File: config.mk
export PLATFORM = sky130hd
export DESIGN_NAME = vio_route_tagger
export DESIGN_NICKNAME = d
export VERILOG_FILES = /design/src/rtl/vio_route_tagger_pkg.sv /design/src/rtl/vio_route_skid.sv /design/src/rtl/vio_route_tagger.sv
export SDC_FILE = /design/constraint.sdc
export NUM_CORES = 1
export LEC_CHECK = 0
export ABC_AREA = 0
export CORE_MARGIN = 4
export CORE_UTILIZATION = 51
export DETAILED_ROUTE_END_ITERATION = 7
export PLACE_DENSITY = 0.81
export SLEW_MARGIN = 20
export SYNTH_ARGS = -nofsm -noshare
export SYNTH_HDL_FRONTEND = slang
export SYNTH_SLANG_ARGS = --single-unit
File: constraint.sdc
create_clock -name aclk -period 3.33 [get_ports aclk]
set_clock_uncertainty 0.05 [all_clocks]
set_input_delay 0.4995 -clock aclk [delete_from_list [all_inputs] [get_ports aclk]]
set_output_delay 0.4995 -clock aclk [all_outputs]
set_load 0.05 [all_outputs]
File: src/rtl/vio_route_tagger_pkg.sv
// Package: vio_route_tagger_pkg
// Shared types and constants for the vIO route-stamping stage.
//   VIO_ROUTE_BITS / VIO_DEST_LSB / VIO_DEST_BITS : route word layout
//   vio_route_t      : {dest[3:0], user[9:0]}, the tdest word seen by the switch
//   vio_tag_state_t  : packet-tracking FSM states
//   dest_ok()        : is the route's destination a real switch port
package vio_route_tagger_pkg;

  localparam int VIO_ROUTE_BITS = 14;
  localparam int VIO_DEST_LSB   = 10;
  localparam int VIO_DEST_BITS  = 4;

  typedef struct packed {
    logic [VIO_DEST_BITS-1:0] dest;
    logic [VIO_DEST_LSB-1:0]  user;
  } vio_route_t;

  typedef enum logic [1:0] {
    IDLE,
    PASS,
    DROP
  } vio_tag_state_t;

  function automatic logic dest_ok(input vio_route_t r, input int n_ports);
    return int'(r.dest) < n_ports;
  endfunction

endpackage

File: src/rtl/vio_route_skid.sv
// Module: vio_route_skid
// Two-entry register slice between the tagger and the switch. Output is
// always taken from a register (head entry); the second entry absorbs the
// beat accepted in the cycle the sink stalls, so the source sees a full
// cycle of warning and throughput stays at one beat per clock.
// Ports:
//   aclk, aresetn            clock, async active-low reset
//   in_valid/in_ready/in_data  upstream side (in_ready = not full)
//   out_valid/out_ready/out_data  downstream side, held stable while stalled
module vio_route_skid #(
  parameter int W = 8
) (
  input  logic         aclk,
  input  logic         aresetn,
  input  logic         in_valid,
  output logic         in_ready,
  input  logic [W-1:0] in_data,
  output logic         out_valid,
  input  logic         out_ready,
  output logic [W-1:0] out_data
);

  logic [1:0]   cnt_q, cnt_d;
  logic [W-1:0] buf0_q, buf0_d;
  logic [W-1:0] buf1_q, buf1_d;
  logic         push, pop;

  assign in_ready  = (cnt_q != 2'd2);
  assign out_valid = (cnt_q != 2'd0);
  assign out_data  = buf0_q;
  assign push      = in_valid & in_ready;
  assign pop       = out_valid & out_ready;

  always_comb begin
    cnt_d  = cnt_q;
    buf0_d = buf0_q;
    buf1_d = buf1_q;
    case ({push, pop})
      2'b10: begin
        if (cnt_q == 2'd0) buf0_d = in_data;
        else               buf1_d = in_data;
        cnt_d = cnt_q + 2'd1;
      end
      2'b01: begin
        buf0_d = buf1_q;
        cnt_d  = cnt_q - 2'd1;
      end
      2'b11: begin
        // Occupancy unchanged; head advances and the new beat queues behind it.
        if (cnt_q == 2'd1) begin
          buf0_d = in_data;
        end else begin
          buf0_d = buf1_q;
          buf1_d = in_data;
        end
      end
      default: ;
    endcase
  end

  always_ff @(posedge aclk or negedge aresetn) begin
    if (!aresetn) begin
      cnt_q  <= 2'd0;
      buf0_q <= '0;
      buf1_q <= '0;
    end else begin
      cnt_q  <= cnt_d;
      buf0_q <= buf0_d;
      buf1_q <= buf1_d;
    end
  end

endmodule

File: src/rtl/vio_route_tagger.sv
// Module: vio_route_tagger
// Stamps a packet-stable 14-bit route word (switch tdest) onto one vFPGA
// region's outbound AXI4-Stream and discards packets aimed at a port the
// switch does not have.
// Ports:
//   aclk, aresetn                  clock, async active-low reset
//   cfg_route_we/cfg_route_data    write pending route ([13:10] dest, [9:0] user)
//   cfg_route_act                  route latched for the current/last packet
//   s_axis_t*                      region stream in
//   m_axis_t*, m_route             stream to switch, m_route is its tdest
//   drop_cnt                       dropped packets, saturating
//   pkt_cnt, beat_cnt              forwarded packets/beats (only with
//                                  VIO_ROUTE_STATS_EN defined)
// Optional feature macro: VIO_ROUTE_STATS_EN
module vio_route_tagger
  import vio_route_tagger_pkg::*;
#(
  parameter int                      DATA_BITS = 64,
  parameter int                      ID_BITS   = 6,
  parameter int                      N_PORTS   = 12,
  parameter logic [VIO_ROUTE_BITS-1:0] ROUTE_RST = 14'h0000
) (
  input  logic                      aclk,
  input  logic                      aresetn,
  input  logic                      cfg_route_we,
  input  logic [VIO_ROUTE_BITS-1:0] cfg_route_data,
  output logic [VIO_ROUTE_BITS-1:0] cfg_route_act,
  input  logic                      s_axis_tvalid,
  output logic                      s_axis_tready,
  input  logic [DATA_BITS-1:0]      s_axis_tdata,
  input  logic [DATA_BITS/8-1:0]    s_axis_tkeep,
  input  logic                      s_axis_tlast,
  input  logic [ID_BITS-1:0]        s_axis_tid,
  output logic                      m_axis_tvalid,
  input  logic                      m_axis_tready,
  output logic [DATA_BITS-1:0]      m_axis_tdata,
  output logic [DATA_BITS/8-1:0]    m_axis_tkeep,
  output logic                      m_axis_tlast,
  output logic [ID_BITS-1:0]        m_axis_tid,
  output logic [VIO_ROUTE_BITS-1:0] m_route,
  output logic [15:0]               drop_cnt
`ifdef VIO_ROUTE_STATS_EN
  ,
  output logic [31:0]               pkt_cnt,
  output logic [31:0]               beat_cnt
`endif
);

  localparam int PAY_BITS = DATA_BITS + DATA_BITS/8 + 1 + ID_BITS + VIO_ROUTE_BITS;

  vio_tag_state_t state_q, state_d;
  vio_route_t     pending_q, pending_d;
  vio_route_t     active_q, active_d;
  logic [15:0]    drop_cnt_q, drop_cnt_d;
  // Holds s_axis_tready low for the first cycle after reset release.
  logic           rdy_en_q;

  logic                push;
  vio_route_t          push_route;
  logic                skid_ready;
  logic                s_hs;
  logic [PAY_BITS-1:0] skid_in, skid_out;

  assign s_axis_tready = rdy_en_q & ((state_q == DROP) | skid_ready);
  assign s_hs          = s_axis_tvalid & s_axis_tready;
  assign cfg_route_act = active_q;
  assign drop_cnt      = drop_cnt_q;

  always_comb begin
    state_d    = state_q;
    active_d   = active_q;
    drop_cnt_d = drop_cnt_q;
    push       = 1'b0;
    push_route = active_q;
    // A write coinciding with a first beat lands in pending only after
    // active has sampled the old pending value below.
    pending_d  = cfg_route_we ? vio_route_t'(cfg_route_data) : pending_q;

    case (state_q)
      IDLE: begin
        if (s_hs) begin
          active_d = pending_q;
          if (dest_ok(pending_q, N_PORTS)) begin
            push       = 1'b1;
            push_route = pending_q;
            state_d    = s_axis_tlast ? IDLE : PASS;
          end else begin
            if (drop_cnt_q != 16'hFFFF) drop_cnt_d = drop_cnt_q + 16'd1;
            state_d = s_axis_tlast ? IDLE : DROP;
          end
        end
      end
      PASS: begin
        if (s_hs) begin
          push = 1'b1;
          if (s_axis_tlast) state_d = IDLE;
        end
      end
      DROP: begin
        if (s_hs && s_axis_tlast) state_d = IDLE;
      end
      default: state_d = IDLE;
    endcase
  end

  always_ff @(posedge aclk or negedge aresetn) begin
    if (!aresetn) begin
      state_q    <= IDLE;
      pending_q  <= vio_route_t'(ROUTE_RST);
      active_q   <= vio_route_t'(ROUTE_RST);
      drop_cnt_q <= 16'd0;
      rdy_en_q   <= 1'b0;
    end else begin
      state_q    <= state_d;
      pending_q  <= pending_d;
      active_q   <= active_d;
      drop_cnt_q <= drop_cnt_d;
      rdy_en_q   <= 1'b1;
    end
  end

  assign skid_in = {s_axis_tdata, s_axis_tkeep, s_axis_tlast, s_axis_tid, push_route};

  vio_route_skid #(
    .W(PAY_BITS)
  ) u_skid (
    .aclk      (aclk),
    .aresetn   (aresetn),
    .in_valid  (push),
    .in_ready  (skid_ready),
    .in_data   (skid_in),
    .out_valid (m_axis_tvalid),
    .out_ready (m_axis_tready),
    .out_data  (skid_out)
  );

  assign {m_axis_tdata, m_axis_tkeep, m_axis_tlast, m_axis_tid, m_route} = skid_out;

`ifdef VIO_ROUTE_STATS_EN
  logic        m_hs;
  logic [31:0] pkt_cnt_q, pkt_cnt_d;
  logic [31:0] beat_cnt_q, beat_cnt_d;

  assign m_hs = m_axis_tvalid & m_axis_tready;

  always_comb begin
    beat_cnt_d = beat_cnt_q;
    pkt_cnt_d  = pkt_cnt_q;
    if (m_hs) begin
      beat_cnt_d = beat_cnt_q + 32'd1;
      if (m_axis_tlast) pkt_cnt_d = pkt_cnt_q + 32'd1;
    end
  end

  always_ff @(posedge aclk or negedge aresetn) begin
    if (!aresetn) begin
      pkt_cnt_q  <= 32'd0;
      beat_cnt_q <= 32'd0;
    end else begin
      pkt_cnt_q  <= pkt_cnt_d;
      beat_cnt_q <= beat_cnt_d;
    end
  end

  assign pkt_cnt  = pkt_cnt_q;
  assign beat_cnt = beat_cnt_q;
`endif

endmodule
==> impl_metrics.json <==
{
  "status": "completed",
  "endpoint_kind": "register",
  "port_buffers": 222,
  "syn_to_final_growth_pct": 33.2,
  "ys_ff_latch": 235,
  "p_seq_share_pct": 34.8,
  "drive_above_1_share_pct": 8.79,
  "cts.sinks": 235,
  "ys_seq_area_share_pct": 58.5,
  "synth_compound_area_share_pct": 15.2,
  "place_congestion": 0.779,
  "intPower_w": 0.00768,
  "rows": 51,
  "finalMaxSlewViolations": 0,
  "slew_headroom_pct": 47.5,
  "synth.top_cells.by_count": "nand2_1, dfrtp_1, o21ai_0",
  "cts_root_buffer": "clkbuf_16",
  "cp_data_required_time_ns": 3.72,
  "start_util_pct": 51.8,
  "nNetsFinal": 1315,
  "netlist.area_leader.share_pct": 58.5,
  "timing.final.hold_violations": 0,
  "grt_pass1_wl_um": 40900,
  "synth_cell_types": 51,
  "clkSlewWorstSetupHoldPaths_ns": 0.06,
  "syn_area_per_cell_sq_um": 9.95,
  "p_sw_share_pct": 43.6,
  "grt-busiest-layer": "met2",
  "period_share_pct": 87.4,
  "ys_warn_count": 0,
  "synthMuxAreaShare_pct": 3.40,
  "cpMaxStageDelayCell": "o21a_4",
  "dp.final_hpwl_um": 16200,
  "cp_max_fo": 35,
  "synth_top_family_by_area": "simple AND/OR/NAND/NOR gates",
  "antenna_found_initial": 0,
  "setup_tns_ns": 0,
  "grt_overflow": 0,
  "synth_nets": 1115,
  "fillerInstances": 1534,
  "grt_pass1_vias": 7997,
  "rsz0062_at_grt": "false",
  "holdCritPathClass": "register to register",
  "utilization_pct": 69.0,
  "p_leak_nw": 6.15,
  "synthFlopType": "dfrtp_1",
  "synth_area_sq_mm": 0.0100,
  "clockBufferDepth": 3,
  "synth_xor_area_share_pct": 1.39,
  "fmax_ghz": 0.344,
  "ys_top_cells_by_area": "dfrtp_1, nand2_1, a22oi_1, o21ai_0, mux2_2",
  "numCtsBuffers": 25,
  "wl_um": 25300,
  "antennaDiodeCount": 0,
  "fin_crit_ns": 2.91,
  "synth_top_area_cell": "dfrtp_1",
  "irDropWorstVdd_v": 0.000663,
  "power.switching_w": 0.00594,
  "ios": 223,
  "cts_resized": 0,
  "coreArea_sq_mm": 0.0194,
  "syn_inst": 1010,
  "max_cap_violations": 0,
  "yosys.area_share.simple_pct": 17.3,
  "drc": 0,
  "tritoncts": "built",
  "htreeDepth": 1,
  "synth_adder_area_share_pct": 0.872,
  "dieArea_sq_mm": 0.0220,
  "p_clk_share_pct": 19.2,
  "tightestPinTransition_ns": 0.787,
  "clk_latency_ns": 0.51,
  "path_cells": "inv_1, ha_1, nand2b_1, inv_1, ha_1, a22oi_1, o21a_4, buf_12, nand2_1, nand2_1",
  "grt_util_met2_pct": 38.0,
  "setup_viol": 0,
  "grt_max_degree": 107,
  "slowest_delay_ns": 0.42,
  "async_reset_ff_share_pct": 100,
  "die_h_um": 148,
  "grt.met1_usage_pct": 30.2,
  "drt_iter0_drc": 531,
  "die_x_um": 148,
  "p_per_area_mw_per_mm2": 1020,
  "yosysMostFrequentCell": "nand2_1",
  "crit_type": "register to register",
  "antenna_left": 0,
  "hold-worst-slack_ns": 0.425,
  "dr.pass1.iters": 7,
  "viasPerCell": 5.40,
  "worstPathArrival_ns": 3.30,
  "dp.cells": 1447,
  "finalNonFillerCells": 1493,
  "synth_edf_count": 0,
  "post_drt_wl_per_cell_um": 16.9,
  "start_kind": "register",
  "use_met3_pct": 4.66,
  "power_frac_comb_pct": 46.0,
  "grt_usage_pct": 22.5,
  "vias": 8060
}
-- placed cells by master (no fill, tap or decap), types with 2 or more instances in the layout --
cell type	synthesis	routed
nand4_1	4	4
clkbuf_1	46	4
buf_4	8	8
a211oi_1	2	2
o21ai_1	7	6
nand2b_1	4	4
nand2_1	352	351
nand3_1	4	4
nor3_2	3	3
xnor2_1	6	6
buf_12	0	9
nor4b_1	2	2
o21ai_0	101	101
a21boi_0	13	13
nor4_1	2	2
clkinv_2	0	11
a22oi_1	80	80
xor2_1	10	10
clkbuf_16	0	25
ha_1	7	7
a21oi_1	19	17
a2bb2oi_1	14	14
clkdlybuf4s50_1	0	221
nor2_1	3	3
and3_1	13	13
clkbuf_8	0	2
inv_1	7	7
nor3_1	2	2
dfrtp_1	235	235
mux2_2	28	28
-- logic make-up (layout without fill, tap and decap cells) --
family          Yosys count  after routing
compound gates          243            243
other cells               1              1
flops                   235            235
buf+inv                  74            292
simple gates            404            404
xor+xnor                 16             16
fa+ha+maj                 7              7
mux                      30             30
-- worst paths after layout --
check	startpoint	endpoint	slack, ns	cells past startpoint
max in group asynchronous	aresetn	u_skid.out_data[30]	1.87	3
worst min register to register	u_skid.buf1_q[0]	u_skid.buf1_q[0]	0.42	2
worst max register to register	u_skid.cnt_q[0]	u_skid.buf1_q[68]	0.42	10
worst max-delay path	u_skid.cnt_q[0]	u_skid.buf1_q[68]	0.42	10
worst min-delay path	u_skid.buf1_q[0]	u_skid.buf1_q[0]	0.42	2
min in group asynchronous	aresetn	u_skid.out_data[45]	0.49	2
-- power by group through the flow --
stage | clock, W | combinational, W | sequential, W
2_1_floorplan | 0 | 0.00215 | 0.00670
3_3_place_gp | 0 | 0.00616 | 0.00471
3_5_place_dp | 0 | 0.00628 | 0.00476
4_1_cts | 0.00267 | 0.00631 | 0.00474
5_1_grt | 0.00278 | 0.00672 | 0.00489
6_report | 0.00261 | 0.00627 | 0.00474
-- flip-flops by register name, summed over array words and instances, names as in the netlist --
register,count
u_skid.out_data,93
cfg_route_act,14
drop_cnt,16
u_skid.buf1_q,93
rdy_en_q,1
state_q,2
u_skid.cnt_q,2
pending_q,14
-- worst max-delay path, delay by kind of cell, from the launching register on --
kind	cells	cell delay (ns)
AOI/OAI and AO/OA	2	0.81
adders and majority gates	2	0.59
buffers and inverters	3	0.52
and+or+nand+nor	3	0.45
DFF	1	0.41
-- routing by layer --
layer / vias to the layer above / share of wire (%)
met3: 37 / 7.3
met1: 3897 / 42
met5: - / 0
met4: 0 / 1.9
li1: 3855 / -
met2: 271 / 49
-- through the flow --
step	setup WS (ns)	power [W]	area [sq um]
global route	0.239	0.0144	13400
CTS	0.417	0.0137	13400
global placement	0.417	0.0109	12600
detailed placement	0.330	0.0110	12600
finish	0.420	0.0136	13400
floorplan	0.882	0.00885	10000
-- area by class of cell --
cell class,count,area [sq um],share of cell area (%)
sequential,235,5880,44.0
multi-input combinational,701,3890,29.1
timing repair buffer,240,2480,18.5
clock buffer,31,668,4.99
tap,265,332,2.48
clock inverter,14,103,0.767
inverter,7,26.3,0.196
-- what timing repair did --
action,CTS,global route
endpoints found under the setup margin,0,0
hold buffers,1,0
buffers inserted,0,0
endpoints found under the hold margin,74,0
No activity file was read; power rests on OpenSTA's default activity.
